`config.mk`:
```
export PLATFORM = sky130hd
export DESIGN_NAME = dot_acc_flat
export DESIGN_NICKNAME = d
export VERILOG_FILES = /design/src/rtl/dot_acc_pkg.sv /design/src/rtl/dot_acc_if.sv /design/src/rtl/dot_acc_mult.sv /design/src/rtl/dot_acc.sv /design/src/flat_wrapper.sv
export SDC_FILE = /design/constraint.sdc
export NUM_CORES = 1
export LEC_CHECK = 0
export CAP_MARGIN = 20
export CORE_ASPECT_RATIO = 1.1
export CORE_MARGIN = 8
export CORE_UTILIZATION = 56
export CTS_CLUSTER_DIAMETER = 30
export DETAILED_ROUTE_END_ITERATION = 7
export HOLD_SLACK_MARGIN = 0.05
export PLACE_DENSITY = 0.78
export SYNTH_ARGS = -nofsm -noshare
export SYNTH_HDL_FRONTEND = slang
export SYNTH_SLANG_ARGS = --single-unit
```
`constraint.sdc`:
```
create_clock -name clk -period 2.1 [get_ports clk]
set_input_delay 0.42 -clock clk [delete_from_list [all_inputs] [get_ports clk]]
set_output_delay 0.42 -clock clk [all_outputs]
set_load 0.01 [all_outputs]
```
`src/rtl/dot_acc_pkg.sv`:
```
// dot_acc_pkg: shared widths, types and parameter checks for the dot-product datapath
package dot_acc_pkg;
  localparam int OPND_W = 4;
  localparam int PROD_W = 8;
  typedef logic [OPND_W-1:0] opnd_t;
  typedef logic [PROD_W-1:0] prod_t;
  function automatic int acc_w_min(input int len);
    return PROD_W + $clog2(len);
  endfunction
endpackage

```
`src/rtl/dot_acc_if.sv`:
```
// dot_acc_if: operand-pair input stream and vector-sum output stream
interface dot_acc_if #(parameter int ACC_W = 10);
  import dot_acc_pkg::*;
  logic in_valid;
  logic in_ready;
  opnd_t in_a;
  opnd_t in_b;
  logic out_valid;
  logic out_ready;
  logic [ACC_W-1:0] out_sum;
  modport master (output in_valid, in_a, in_b, out_ready, input in_ready, out_valid, out_sum);
  modport slave (input in_valid, in_a, in_b, out_ready, output in_ready, out_valid, out_sum);
endinterface

```
`src/rtl/dot_acc_mult.sv`:
```
// mult: 4x4 unsigned combinational array multiplier
module mult (
  input  logic [3:0] a,
  input  logic [3:0] b,
  output logic [7:0] s
);
  // sum of the shifted partial-product rows
  always_comb begin
    s = '0;
    for (int i = 0; i < 4; i++) s = s + ({4'b0, a & {4{b[i]}}} << i);
  end
endmodule

```
`src/rtl/dot_acc.sv`:
```
// dot_acc: registers 4x4 products and accumulates LEN of them into one sum per vector
module dot_acc
  import dot_acc_pkg::*;
#(
  parameter int LEN   = 4,
  parameter int ACC_W = 10
) (
  input  logic clk,
  input  logic rst_n,
  input  logic clr,
  dot_acc_if.slave bus
);
  localparam int BW = (LEN > 1) ? $clog2(LEN) : 1;
  localparam logic [BW-1:0] LAST = BW'(LEN - 1);
  if (LEN < 1 || LEN > 256) begin : g_len_chk
    $error("dot_acc: LEN must be in 1..256");
  end
  if (ACC_W < acc_w_min(LEN)) begin : g_w_chk
    $warning("dot_acc: ACC_W narrower than products need, sums wrap");
  end
  logic [BW-1:0] beat_cnt;
  prod_t prod, p_data;
  logic p_valid, p_last, stall, accept, load;
  logic [ACC_W-1:0] acc, sum;
  assign stall = bus.out_valid && !bus.out_ready;
  assign bus.in_ready = !stall && !clr;
  assign accept = bus.in_valid && bus.in_ready;
  assign sum = acc + ACC_W'(p_data);
  assign load = p_valid && p_last && !stall && !clr;
  mult u_mult (.a(bus.in_a), .b(bus.in_b), .s(prod));
  // product register and beat position within the vector
  always_ff @(posedge clk or negedge rst_n) begin
    if (!rst_n) begin
      beat_cnt <= '0;
      p_valid <= 1'b0;
      p_last <= 1'b0;
      p_data <= '0;
    end else if (!stall) begin
      p_valid <= accept;
      if (clr) beat_cnt <= '0;
      else if (accept) begin
        p_data <= prod;
        p_last <= beat_cnt == LAST;
        beat_cnt <= (beat_cnt == LAST) ? '0 : beat_cnt + 1'b1;
      end
    end
  end
  // accumulator and completed-sum output register
  always_ff @(posedge clk or negedge rst_n) begin
    if (!rst_n) begin
      acc <= '0;
      bus.out_valid <= 1'b0;
      bus.out_sum <= '0;
    end else if (!stall) begin
      bus.out_valid <= load;
      if (load) bus.out_sum <= sum;
      acc <= (clr || load) ? '0 : (p_valid ? sum : acc);
    end
  end
endmodule
```
`src/flat_wrapper.sv`:
```
// flat-port wrapper written by rule: the top's interface ports become plain ports
module dot_acc_flat import dot_acc_pkg::*;
#(
  parameter int LEN   = 4,
  parameter int ACC_W = 10
)
  (clk, rst_n, clr, bus_in_valid, bus_in_a, bus_in_b, bus_out_ready, bus_in_ready, bus_out_valid, bus_out_sum);
  dot_acc_if #(.ACC_W(ACC_W)) bus_i ();
  input  logic clk;
  input  logic rst_n;
  input  logic clr;
  input wire logic [$bits(bus_i.in_valid)-1:0] bus_in_valid;
  input wire logic [$bits(bus_i.in_a)-1:0] bus_in_a;
  input wire logic [$bits(bus_i.in_b)-1:0] bus_in_b;
  input wire logic [$bits(bus_i.out_ready)-1:0] bus_out_ready;
  output wire logic [$bits(bus_i.in_ready)-1:0] bus_in_ready;
  output wire logic [$bits(bus_i.out_valid)-1:0] bus_out_valid;
  output wire logic [$bits(bus_i.out_sum)-1:0] bus_out_sum;
  assign bus_i.in_valid = bus_in_valid;
  assign bus_i.in_a = bus_in_a;
  assign bus_i.in_b = bus_in_b;
  assign bus_i.out_ready = bus_out_ready;
  assign bus_in_ready = bus_i.in_ready;
  assign bus_out_valid = bus_i.out_valid;
  assign bus_out_sum = bus_i.out_sum;
  dot_acc #(.LEN(LEN), .ACC_W(ACC_W)) u_core (.clk(clk), .rst_n(rst_n), .clr(clr), .bus(bus_i));
endmodule
```
==> run metrics, run 1 <==
GRT Resource Usage Total=18.1%; later-pin clock latency in the skew report=0.29 ns; io pins=25; average via count per standard cell=5.73; CTS buffer count=5; Critical Path AT=2.81 ns; floorplan row count=23; Critical Path Start Type=input pin; Clock Power Share=23.3%; Mapped Cells=204; Commonest cells post-synth=dfrtp_1 (33), nand2_1 (21), ha_1 (17); post-synth top area share=38.4%; fillcell total=259; end point of the critical path=u_core.p_data[6]; maximum number of pins on one net before global-route repair=34; CTS tree=done; slowest stage delay, CP=0.47 ns; Top FF cell, synth=dfrtp_1; hold bufs inserted after CTS=0; DRC=0; RR Startpoint=u_core.p_data[0]; antenna-violating nets left=0; die height=81.0 um; post-synthesis register bit count=33; Max FO, Critical Path=4; FFs w/ async S/R, synth=100%; GPL Wtd Cong=0.848; first-pass GRT wire length=8360 um; cell area after synthesis=2150 um^2; failing checks=setup timing; Synth area leaders=dfrtp_1 (38%), ha_1 (9.9%), fa_1 (5.6%); post-synth top area cell=dfrtp_1; crit share post-route=126%; NetSw=0.642 mW; vias in the first global route=1794; Yosys warnings=0; Mapped Nets=240; endpoint type of the worst setup path=register; Clock Path Buffers=2; PwrDens=708 nW/um^2; RSZ-0062 raised after global routing=yes; DRT Pass-1 Iters=4; setup ws final=-0.539 ns; crit path from=bus_in_b[0]; Net Sw Frac=32.8%; Distinct cells, synth=46; Slew HR=72.2%; Hold Crit Class=in -> reg; Vias=1684; maximum vdd drop=0.389 mV; Final #Nets=279; Inserted Diodes=0; Initial Util=58.9%; clock tree root buffer cell=clkbuf_8; layout cells sized above 1=25.0%; Post-synth EDFFs=0; Clock transition at path regs=0.07 ns; top-count cell post-synth=dfrtp_1; FF-to-FF End=u_core.acc[8]; Max Clk Rate=379 MHz; fin crit period=2.64 ns; initial antenna violation count=0; cell breakdown of the critical path=buf_8 > and2_4 > ha_4 > a21o_1 > a21oi_2 > xnor2_1 > fa_1 > inv_2 > ha_4 > a21o_1 > a21oi_2 > xnor2_1 > mux2_4; GRT overflow=0; Die Wd=75.1 um; Max Cap Viol=0; Avg Inst Size Synth=10.5 um^2; Core Util, Final=75.6%; status=finished, violations left; Post-DP HPWL=3570 um; Leak=1.29 nW; DRT iter0 DRCs=131; kind of critical path=in -> reg; Int Pwr=1.31 mW; WL per Instance=16.9 um; die area=6080 um^2; Final Power=1.96 mW; R2R depth=7; worst-margin pin slew=0.414 ns; CTS HTree Levels=2; setup violators final=5; final hold vios=0; R2R Setup Slk=0.10 ns; area grow syn2layout=28.4%; port bufs=24; Seq/Total Area, Yosys=38.4%; CP required=2.27 ns; Core ar.=3650 um^2; WL final=4980 um; register share of total power=40.2%; CTS sink count=33; Setup Skew=0.00750 ns; Logic pwr share=36.5%; slowest CP cell=fa_1; fin. max-slew vios=0
==> power groups by stage <==
stage	clock network (mW)	registers, mW	logic (mW)
finish	0.455	0.787	0.714
floorplan	0	0.790	0.447
global placement	0	0.791	0.632
detailed placement	0	0.798	0.660
global route	0.490	0.800	0.782
CTS	0.461	0.787	0.698
==> layout by cell type, fill, tap and decap left out, drive strengths merged, types with 2 or more instances in the layout <==
| master | n |
|---|---|
| dfrtp | 33 |
| nand2 | 21 |
| buf | 19 |
| clkdlybuf4s50 | 17 |
| ha | 17 |
| and2 | 12 |
| inv | 11 |
| o21ai | 10 |
| a21oi | 10 |
| a21o | 8 |
| clkbuf | 8 |
| mux2 | 8 |
| nor2 | 6 |
| nand3 | 6 |
| fa | 6 |
| a22o | 5 |
| xnor2 | 5 |
| o211ai | 4 |
| nand4 | 3 |
| a211oi | 3 |
| xor2 | 3 |
| a31oi | 2 |
| nor3 | 2 |
| a32o | 2 |
| a211o | 2 |
| a31o | 2 |
| nor2b | 2 |
| nand2b | 2 |
| a21bo | 2 |
==> cell type report <==
class | count | area, um^2 | share of cell area [%]
multi-input combinational | 154 | 1380 | 49.9
sequential | 33 | 826 | 29.9
timing repair buffer | 38 | 375 | 13.6
clock buffer | 8 | 80.1 | 2.90
tap | 50 | 62.6 | 2.26
inverter | 11 | 41.3 | 1.49
==> per-layer routing <==
| metal | vias up | wire, um | share of wire, % | global-route usage [%] |
|---|---|---|---|---|
| met5 | - | 0 | 0 | 0 |
| met4 | 0 | 100 | 2.0 | 8.24 |
| met3 | 10 | 199 | 4.0 | 4.19 |
| met2 | 36 | 2690 | 54 | 32.6 |
| met1 | 832 | 1990 | 40 | 19.3 |
| li1 | 806 | - | - | - |
==> kinds of logic (layout without fill, tap and decap cells) <==
kind of cell               count (synthesis)  count (layout)  share of synthesized area (%)
muxes                                      9               9                           4.65
buffers and inverters                     17              57                           4.24
and+or+nand+nor                           62              62                           16.7
AOI/OAI and AO/OA                         52              52                           17.3
DFF                                       33              33                           38.4
adders and majority gates                 23              23                           15.5
xor gates and xnor gates                   8               8                           3.26
==> sequential cells by signal (all words and copies together), names as in the netlist <==
register and flops:
u_core.acc 10, u_core.beat_cnt 2, u_core.bus.out_sum 10, u_core.bus.out_valid 1, u_core.p_data 8, u_core.p_last 1
u_core.p_valid 1
==> timing repair <==
action                     CTS  global route
setup buffers                1             0
gates resized for setup     39             5
hold endpoints to repair     0             0
setup endpoints to repair    7             8
pin swaps                   21            15
==> worst min-delay path by stage <==
| stage | start | to | slack, ns | cells past startpoint |
|---|---|---|---|---|
| floorplan | rst_n | u_core.acc[0] | 0.12 | 0 |
| global placement | u_core.bus.out_sum[0] | u_core.bus.out_sum[0] | 0.46 | 2 |
| detailed placement | u_core.bus.out_sum[2] | u_core.bus.out_sum[2] | 0.46 | 2 |
| CTS | bus_in_b[0] | u_core.p_data[0] | 0.45 | 4 |
| global route | u_core.bus.out_sum[9] | u_core.bus.out_sum[9] | 0.50 | 2 |
| finish | bus_in_b[0] | u_core.p_data[0] | 0.46 | 4 |
==> metrics by stage <==
step	hold slack, ns	area (um^2)	std cells	worst slack [ns]	setup TNS [ns]
3_3_place_gp	0.457	2590	285	-1.18	-5.66
5_1_grt	0.504	2760	294	-0.610	-2.29
2_1_floorplan	0.124	2230	204	-0.617	-2.49
4_1_cts	0.455	2740	294	-0.552	-2.23
3_5_place_dp	0.464	2590	285	-1.28	-6.05
6_report	0.461	2760	294	-0.539	-2.02
==> worst max-delay path, delay by kind of cell <==
family | cells | cell delay [ns]
muxes | 1 | 0.26
xor gates and xnor gates | 2 | 0.23
buffers and inverters | 2 | 0.22
adders and majority gates | 3 | 0.90
AOI/OAI and AO/OA | 4 | 0.61
and+or+nand+nor | 1 | 0.17
Note: power is estimated with default switching activity, not from simulation.
==> run 2: changes to the inputs <==
--- a/config.mk
+++ b/config.mk
@@ -13,6 +13,7 @@
 export DETAILED_ROUTE_END_ITERATION = 7
 export HOLD_SLACK_MARGIN = 0.05
 export PLACE_DENSITY = 0.78
+export SLEW_MARGIN = 15
 export SYNTH_ARGS = -nofsm -noshare
 export SYNTH_HDL_FRONTEND = slang
 export SYNTH_SLANG_ARGS = --single-unit
==> results of run 2 <==
The final DEF is identical to that of run 1; final timing and power are the same.
==> run 3: changes to the inputs <==
--- a/config.mk
+++ b/config.mk
@@ -5,7 +5,6 @@
 export SDC_FILE = /design/constraint.sdc
 export NUM_CORES = 1
 export LEC_CHECK = 0
-export CAP_MARGIN = 20
 export CORE_ASPECT_RATIO = 1.1
 export CORE_MARGIN = 8
 export CORE_UTILIZATION = 56
==> results of run 3 <==
The final DEF is identical to that of run 1; final timing and power are the same.
